===== src/rtl/trigger_delay_pkg.sv =====
// Shared opcodes, edge encoding, parser states and response lengths for the
// trigger-delay command path.
package trigger_delay_pkg;

    localparam logic [7:0] CMD_SET_DELAY   = 8'h01;
    localparam logic [7:0] CMD_GET_DELAY   = 8'h02;
    localparam logic [7:0] CMD_SET_EDGE    = 8'h03;
    localparam logic [7:0] CMD_GET_EDGE    = 8'h04;
    localparam logic [7:0] CMD_GET_STATUS  = 8'h05;
    localparam logic [7:0] CMD_RESET_COUNT = 8'h06;

    typedef enum logic [1:0] {
        EDGE_NONE    = 2'd0,
        EDGE_RISING  = 2'd1,
        EDGE_FALLING = 2'd2,
        EDGE_BOTH    = 2'd3
    } edge_t;

    typedef enum logic [1:0] {
        ST_IDLE    = 2'd0,
        ST_ARG     = 2'd1,
        ST_RESP    = 2'd2,
        ST_TX_WAIT = 2'd3
    } parser_state_t;

    localparam logic [2:0] RESP_LEN_EDGE   = 3'd1;
    localparam logic [2:0] RESP_LEN_DELAY  = 3'd4;
    localparam logic [2:0] RESP_LEN_STATUS = 3'd6;

endpackage


===== src/rtl/trigger_cmd_parser_if.sv =====
// Byte bus between the UART (master side) and the command parser (slave side).
interface trigger_cmd_parser_if;
    logic [7:0] rx_data;
    logic       rx_data_valid;
    logic       tx_ready;
    logic [7:0] tx_data;
    logic       tx_en;

    modport master (output rx_data, rx_data_valid, tx_ready, input tx_data, tx_en);
    modport slave  (input rx_data, rx_data_valid, tx_ready, output tx_data, tx_en);
endinterface


===== src/rtl/trigger_resp_serializer.sv =====
// Holds a snapshotted response of up to 6 bytes and hands it to the UART
// transmitter one byte per tx_ready handshake, LSB first.
module trigger_resp_serializer
    import trigger_delay_pkg::*;
(
    input  logic        clk,
    input  logic        rst_n,
    input  logic        load_i,
    input  logic [2:0]  len_i,
    input  logic [47:0] data_i,
    input  logic        tx_ready_i,
    output logic [7:0]  tx_data_o,
    output logic        tx_en_o,
    output logic        done_o
);

    parser_state_t state_q, state_d;
    logic [47:0]   buf_q, buf_d;
    logic [2:0]    remain_q, remain_d;
    logic [7:0]    tx_data_q, tx_data_d;
    logic          tx_en_q, tx_en_d;

    always_ff @(posedge clk or negedge rst_n) begin
        if (!rst_n) begin
            state_q   <= ST_IDLE;
            // NOTE: the buffer is reset too; it is tiny and keeps tx_data deterministic after reset.
            buf_q     <= '0;
            remain_q  <= '0;
            tx_data_q <= '0;
            tx_en_q   <= 1'b0;
        end else begin
            // NOTE: non-blocking so every register samples the pre-edge value of its peers.
            state_q   <= state_d;
            buf_q     <= buf_d;
            remain_q  <= remain_d;
            tx_data_q <= tx_data_d;
            tx_en_q   <= tx_en_d;
        end
    end

    always_comb begin
        // NOTE: every output of this block is defaulted first, so no path can infer a latch.
        state_d   = state_q;
        buf_d     = buf_q;
        remain_d  = remain_q;
        tx_data_d = tx_data_q;
        tx_en_d   = 1'b0;
        done_o    = 1'b0;
        case (state_q)
            ST_IDLE: begin
                if (load_i) begin
                    buf_d    = data_i;
                    remain_d = len_i;
                    state_d  = ST_RESP;
                end
            end
            ST_RESP: begin
                if (tx_ready_i) begin
                    tx_data_d = buf_q[7:0];
                    buf_d     = {8'h00, buf_q[47:8]};
                    remain_d  = remain_q - 3'd1;
                    tx_en_d   = 1'b1;
                    state_d   = ST_TX_WAIT;
                end
            end
            ST_TX_WAIT: begin
                // The strobe cycle itself is the mandatory one-cycle wait.
                if (!tx_en_q && tx_ready_i) begin
                    if (remain_q == 3'd0) begin
                        done_o  = 1'b1;
                        state_d = ST_IDLE;
                    end else begin
                        state_d = ST_RESP;
                    end
                end
            end
            default: state_d = ST_IDLE;
        endcase
    end

    assign tx_data_o = tx_data_q;
    assign tx_en_o   = tx_en_q;

endmodule


===== src/rtl/trigger_cmd_parser.sv =====
// Host command decoder for the trigger-delay core: opcode/argument FSM,
// configuration registers and response launch. Optional macro: CMD_TIMEOUT_EN.
module trigger_cmd_parser
    import trigger_delay_pkg::*;
#(
    parameter logic [31:0] DEFAULT_DELAY  = 32'd0,
    parameter logic [1:0]  DEFAULT_EDGE   = 2'b01,
    parameter int unsigned TIMEOUT_CYCLES = 1_000_000
) (
    input  logic                 clk,
    input  logic                 rst_n,
    trigger_cmd_parser_if.slave  bus,
    input  logic [15:0]          trigger_count,
    output logic [31:0]          delay_cycles,
    output logic [1:0]           edge_sel,
    output logic                 count_clear,
    output logic                 cfg_update,
    output logic                 cmd_err
);

    parser_state_t state_q, state_d;
    logic          arg_is_edge_q, arg_is_edge_d;
    logic [31:0]   shadow_q, shadow_d;
    logic [1:0]    idx_q, idx_d;
    logic [31:0]   delay_q, delay_d;
    edge_t         edge_q, edge_d;
    logic          count_clear_q, count_clear_d;
    logic          cfg_update_q, cfg_update_d;
    logic          cmd_err_q, cmd_err_d;

    logic          ser_load;
    logic [2:0]    ser_len;
    logic [47:0]   ser_data;
    logic          ser_done;
    logic          timeout;
    logic [7:0]    tx_data;
    logic          tx_en;

    always_ff @(posedge clk or negedge rst_n) begin
        if (!rst_n) begin
            state_q       <= ST_IDLE;
            arg_is_edge_q <= 1'b0;
            shadow_q      <= '0;
            idx_q         <= '0;
            delay_q       <= DEFAULT_DELAY;
            edge_q        <= edge_t'(DEFAULT_EDGE);
            count_clear_q <= 1'b0;
            cfg_update_q  <= 1'b0;
            cmd_err_q     <= 1'b0;
        end else begin
            state_q       <= state_d;
            arg_is_edge_q <= arg_is_edge_d;
            shadow_q      <= shadow_d;
            idx_q         <= idx_d;
            delay_q       <= delay_d;
            edge_q        <= edge_d;
            count_clear_q <= count_clear_d;
            cfg_update_q  <= cfg_update_d;
            cmd_err_q     <= cmd_err_d;
        end
    end

`ifdef CMD_TIMEOUT_EN
    logic [31:0] timer_q;

    always_ff @(posedge clk or negedge rst_n) begin
        if (!rst_n) begin
            timer_q <= '0;
        end else if (state_q == ST_ARG && !bus.rx_data_valid) begin
            timer_q <= timer_q + 32'd1;
        end else begin
            timer_q <= '0;
        end
    end

    assign timeout = (state_q == ST_ARG) && (timer_q == 32'(TIMEOUT_CYCLES - 1));
`else
    assign timeout = 1'b0;
`endif

    always_comb begin
        state_d       = state_q;
        arg_is_edge_d = arg_is_edge_q;
        shadow_d      = shadow_q;
        idx_d         = idx_q;
        delay_d       = delay_q;
        edge_d        = edge_q;
        count_clear_d = 1'b0;
        cfg_update_d  = 1'b0;
        cmd_err_d     = 1'b0;
        ser_load      = 1'b0;
        ser_len       = RESP_LEN_EDGE;
        ser_data      = '0;
        case (state_q)
            ST_IDLE: begin
                if (bus.rx_data_valid) begin
                    case (bus.rx_data)
                        CMD_SET_DELAY, CMD_SET_EDGE: begin
                            arg_is_edge_d = (bus.rx_data == CMD_SET_EDGE);
                            shadow_d      = '0;
                            idx_d         = '0;
                            state_d       = ST_ARG;
                        end
                        CMD_GET_DELAY: begin
                            ser_load = 1'b1;
                            ser_len  = RESP_LEN_DELAY;
                            ser_data = {16'h0000, delay_q};
                            state_d  = ST_RESP;
                        end
                        CMD_GET_EDGE: begin
                            ser_load = 1'b1;
                            ser_len  = RESP_LEN_EDGE;
                            ser_data = {46'd0, edge_q};
                            state_d  = ST_RESP;
                        end
                        CMD_GET_STATUS: begin
                            ser_load = 1'b1;
                            ser_len  = RESP_LEN_STATUS;
                            ser_data = {delay_q, trigger_count};
                            state_d  = ST_RESP;
                        end
                        CMD_RESET_COUNT: count_clear_d = 1'b1;
                        default:         cmd_err_d     = 1'b1;
                    endcase
                end
            end
            ST_ARG: begin
                if (bus.rx_data_valid) begin
                    // Little-endian: each byte enters at the top and the word shifts down.
                    shadow_d = {bus.rx_data, shadow_q[31:8]};
                    idx_d    = idx_q + 2'd1;
                    if (arg_is_edge_q) begin
                        state_d = ST_IDLE;
                        if (bus.rx_data[7:2] == 6'd0) begin
                            edge_d       = edge_t'(bus.rx_data[1:0]);
                            cfg_update_d = 1'b1;
                        end else begin
                            cmd_err_d = 1'b1;
                        end
                    end else if (idx_q == 2'd3) begin
                        delay_d      = {bus.rx_data, shadow_q[31:8]};
                        cfg_update_d = 1'b1;
                        state_d      = ST_IDLE;
                    end
                end else if (timeout) begin
                    shadow_d  = '0;
                    cmd_err_d = 1'b1;
                    state_d   = ST_IDLE;
                end
            end
            ST_RESP: begin
                if (bus.rx_data_valid) cmd_err_d = 1'b1;
                if (ser_done)          state_d   = ST_IDLE;
            end
            default: state_d = ST_IDLE;
        endcase
    end

    trigger_resp_serializer u_serializer (
        .clk        (clk),
        .rst_n      (rst_n),
        .load_i     (ser_load),
        .len_i      (ser_len),
        .data_i     (ser_data),
        .tx_ready_i (bus.tx_ready),
        .tx_data_o  (tx_data),
        .tx_en_o    (tx_en),
        .done_o     (ser_done)
    );

    assign bus.tx_data   = tx_data;
    assign bus.tx_en     = tx_en;
    assign delay_cycles  = delay_q;
    assign edge_sel      = edge_q;
    assign count_clear   = count_clear_q;
    assign cfg_update    = cfg_update_q;
    assign cmd_err       = cmd_err_q;

endmodule


===== src/flat_wrapper.sv =====
// flat-port wrapper written by rule: the top's interface ports become plain ports
module trigger_cmd_parser_flat import trigger_delay_pkg::*;
#(
    parameter logic [31:0] DEFAULT_DELAY  = 32'd0,
    parameter logic [1:0]  DEFAULT_EDGE   = 2'b01,
    parameter int unsigned TIMEOUT_CYCLES = 1_000_000
)
  (clk, rst_n, trigger_count, delay_cycles, edge_sel, count_clear, cfg_update, cmd_err, bus_rx_data, bus_rx_data_valid, bus_tx_ready, bus_tx_data, bus_tx_en);
  trigger_cmd_parser_if bus_i ();
  input  logic clk;
  input  logic rst_n;
  input  logic [15:0] trigger_count;
  output logic [31:0] delay_cycles;
  output logic [1:0] edge_sel;
  output logic count_clear;
  output logic cfg_update;
  output logic cmd_err;
  input wire logic [$bits(bus_i.rx_data)-1:0] bus_rx_data;
  input wire logic [$bits(bus_i.rx_data_valid)-1:0] bus_rx_data_valid;
  input wire logic [$bits(bus_i.tx_ready)-1:0] bus_tx_ready;
  output wire logic [$bits(bus_i.tx_data)-1:0] bus_tx_data;
  output wire logic [$bits(bus_i.tx_en)-1:0] bus_tx_en;
  assign bus_i.rx_data = bus_rx_data;
  assign bus_i.rx_data_valid = bus_rx_data_valid;
  assign bus_i.tx_ready = bus_tx_ready;
  assign bus_tx_data = bus_i.tx_data;
  assign bus_tx_en = bus_i.tx_en;
  trigger_cmd_parser #(.DEFAULT_DELAY(DEFAULT_DELAY), .DEFAULT_EDGE(DEFAULT_EDGE), .TIMEOUT_CYCLES(TIMEOUT_CYCLES)) u_core (.clk(clk), .rst_n(rst_n), .bus(bus_i), .trigger_count(trigger_count), .delay_cycles(delay_cycles), .edge_sel(edge_sel), .count_clear(count_clear), .cfg_update(cfg_update), .cmd_err(cmd_err));
endmodule

===== config.mk =====
export PLATFORM = sky130hd
export DESIGN_NAME = trigger_cmd_parser_flat
export DESIGN_NICKNAME = d
export VERILOG_FILES = /design/src/rtl/trigger_delay_pkg.sv /design/src/rtl/trigger_cmd_parser_if.sv /design/src/rtl/trigger_resp_serializer.sv /design/src/rtl/trigger_cmd_parser.sv /design/src/flat_wrapper.sv
export SDC_FILE = /design/constraint.sdc
export NUM_CORES = 1
export LEC_CHECK = 0
export CORE_ASPECT_RATIO = 1.1
export CORE_MARGIN = 2
export CORE_UTILIZATION = 45
export DETAILED_ROUTE_END_ITERATION = 6
export PLACE_DENSITY = 0.64
export SLEW_MARGIN = 15
export SYNTH_ARGS = -nofsm -noshare
export SYNTH_HDL_FRONTEND = slang
export SYNTH_SLANG_ARGS = --single-unit

===== constraint.sdc =====
create_clock -name clk -period 3.4 [get_ports clk]
set_input_delay 0.85 -clock clk [delete_from_list [all_inputs] [get_ports clk]]
set_output_delay 0.85 -clock clk [all_outputs]
set_load 0.02 [all_outputs]

==> results.md <==
* CP startpoint kind: primary input
* Residual DRC count at 0
* FFs w/ async S/R, synth at 100%
* Buffers and inverters on the worst path at 2
* CTS resizes at 0
* Antenna cells at 0
* H-Tree Depth at 4
* Placed cell count at 664
* Clock skew at 0.00612 ns
* Die H at 123 µm
* Top FF cell, synth: dfrtp_1
* Area of the core at 0.0126 mm²
* Largest net degree at the start of global routing at 54
* TritonCTS clock tree: built
* YS warnings at 0
* Vias per cell at 5.79
* Peak VDD IR at 0.254 mV
* Total GRT Usage at 20.8%
* Critical Path RT at 3.69 ns
* Total power per unit cell area at 577 mW/mm²
* Routed WL at 13.7 mm
* Clk pwr share at 45.5%
* Initial antenna violation count at 0
* Cell family with the largest share of critical-path delay: buffers and inverters
* Worst-Margin Slew at 1.21 ns
* Max FO, Critical Path at 15
* Mapped cell area at 0.00578 mm²
* Mapped Nets at 477
* Post-DR wirelength/cell at 19.7 µm
* Leakage power at 3.44 nW
* DRT iter0 DRCs at 198
* Worst Hold Slack at 0.447 ns
* CP Class: in2reg
* Internal Pwr Total at 3.20 mW
* CTS buffer count at 17
* CP arrival at 3.24 ns
* Synth-to-layout area growth at 28.5%
* Share of post-route cells with drive strength above 1 at 26.2%
* Syn Area/Cell at 13.0 µm²
* Mapped Cells at 446
* Reg clk slew, reported paths at 0.06 ns
* 1st-pass router iterations at 4
* CTS Sinks at 128
* Starting Density at 45.9%
* Fmax at 340 MHz
* Proportion of synthesized chip area in sequential cells at 55.5%
* Design Power at 4.28 mW
* Setup Buffers After CTS at 0
* Critical-path cell list: clkdlybuf4s50_1, or4b_1, a2111o_1, a21oi_4, buf_4, mux2_2
* RePlAce Congestion at 0.769
* Slew HR at 19.4%
* RSZ-0062 raised after global routing: no
* Max-cap violation count at 0
* Hold_buf cts at 0
* Status: finished clean
* Post-layout net count at 557
* I/O pins at 74
* Worst Hold Class: in2async
* Pins Over Slew Limit at 0
* # fillers at 1080
* Max Root-Sink Buffers at 2
* #FFs+latches synth at 128
* Final Hold Fails at 0
* Total congestion overflow at 0
* Final period util at 86.5%
* Critical path's slowest cell: clkdlybuf4s50_1
* Number of synthesized flops with an enable pin at 0
* Clock root cell: clkbuf_16
* Vias in the first global route at 4032
* Routed via count at 4027
* Clock Latency Late Sink at 0.41 ns
* DP HPWL at 9.21 mm
* Gate power share at 12.1%
* Final Non-Filler Cells at 696
* Die area at 0.0138 mm²
* First-pass GRT wire length at 22.2 mm
* Row cnt at 43
* Sequential share of power at 42.5%
* Post-route ant nets at 0
* Switch share at 25.2%
* CP peak stage delay at 0.55 ns
* Fin crit period at 2.94 ns
* PortBufs at 73
* Yosys cell types at 40
* Worst Setup End Kind: register
* Net Switching at 1.08 mW
* Die X at 112 µm
* Setup TNS at 0 ns
* Final setup viols at 0
==> cells by family after synthesis <==
group           Yosys count  share of synthesized area, %
buf+inv                  50                          3.62
mux                      97                          18.6
compound gates          118                          17.1
fa+ha+maj                 3                         0.650
flops                   128                          55.5
simple gates             50                          4.53
==> Yosys cell counts, types with 3 or more instances <==
library cell	count	share of area (%)
mux2_1	8	1.6
mux2_2	77	15
nand2_1	22	1.4
dfrtp_1	127	55
o21ai_0	7	0.61
clkbuf_1	25	1.6
a21oi_1	4	0.35
nand3_1	3	0.26
nand3b_1	3	0.39
a22o_1	93	14
buf_4	5	0.65
a2bb2oi_1	3	0.45
ha_1	3	0.65
nor2_1	4	0.26
nor3_1	4	0.35
inv_1	16	1.0
mux2i_1	12	2.1
==> metrics by stage <==
| step | worst slack [ns] | utilization (%) | cell area [µm²] |
|---|---|---|---|
| after floorplan | 0.613 | - | 5780 |
| after CTS | 0.493 | 59.0 | 7420 |
| after global placement | 0.0825 | 53.9 | 6780 |
| final | 0.457 | 59.0 | 7420 |
| after detailed placement | 0.0752 | 53.9 | 6780 |
| after global routing | 0.389 | 59.0 | 7420 |
==> worst paths after layout <==
kind	depth (start not counted)	start	slack [ns]	endpoint
worst max register to register	5	u_core.state_q[1]	0.97	u_core.u_serializer.buf_q[33]
worst min register to register	1	u_core.u_serializer.buf_q[0]	0.48	u_core.u_serializer.buf_q[0]
max in group asynchronous	2	rst_n	2.24	u_core.u_serializer.tx_data_o[7]
min in group clk	1	u_core.u_serializer.buf_q[0]	0.48	u_core.u_serializer.buf_q[0]
worst min-delay path	1	rst_n	0.45	u_core.shadow_q[25]
worst max-delay path	6	bus_rx_data_valid	0.46	u_core.u_serializer.buf_q[33]
==> power by group through the flow <==
stage / Clock, mW / Combinational, mW / Sequential, mW
final: 1.95 / 0.517 / 1.82
after global routing: 2.04 / 0.573 / 1.84
after CTS: 1.97 / 0.523 / 1.81
after detailed placement: 0 / 0.520 / 1.84
after global placement: 0 / 0.504 / 1.83
after floorplan: 0 / 0.342 / 1.80
==> metal layers <==
| layer | track usage [%] | routed length [µm] | vias up |
|---|---|---|---|
| met2 | 30.3 | 6250 | 87 |
| met5 | 0 | 0 | - |
| met4 | 7.24 | 192 | 0 |
| li1 | - | - | 1838 |
| met1 | 31.0 | 6690 | 2085 |
| met3 | 4.54 | 565 | 17 |
==> state kept, by name, summed over array words and instances, names as in the netlist <==
name and count:
u_core.u_serializer.buf_q 48, u_core.edge_sel 2, u_core.u_serializer.remain_q 3, u_core.cfg_update 1, u_core.u_serializer.state_q 2, u_core.u_serializer.tx_en_o 1, u_core.state_q 2, u_core.shadow_q 24
u_core.delay_cycles 32, u_core.cmd_err 1, u_core.arg_is_edge_q 1, u_core.u_serializer.tx_data_o 8, u_core.idx_q 2, u_core.count_clear 1
==> cell usage in the layout, fill, tap and decap left out, drive strengths merged <==
cell           count
a2111o             1
a2111oi            1
a211oi             2
a21oi              5
a22o              93
a2bb2oi            3
a31oi              1
a32o               1
and2               1
and3b              1
buf               23
bufinv             4
clkbuf            19
clkdlybuf4s50     72
clkinv             8
clkinvlp           1
dfrtp            127
dfstp              1
ha                 3
inv               16
mux2              85
mux2i             12
nand2             22
nand2b             2
nand3              3
nand3b             3
nor2               4
nor2b              2
nor3               4
nor3b              1
nor4               2
o211a              1
o21ai              8
o31ai              2
or2                1
or3b               1
or4                2
or4b               1
==> layout make-up <==
class | count | area, µm² | share of cell area [%]
sequential | 128 | 3200 | 43.2
multi-input combinational | 268 | 2390 | 32.2
timing repair buffer | 95 | 931 | 12.5
clock buffer | 19 | 453 | 6.10
tap | 157 | 196 | 2.65
clock inverter | 13 | 186 | 2.51
inverter | 16 | 60.1 | 0.809
Note: power is estimated with default switching activity, not from simulation.
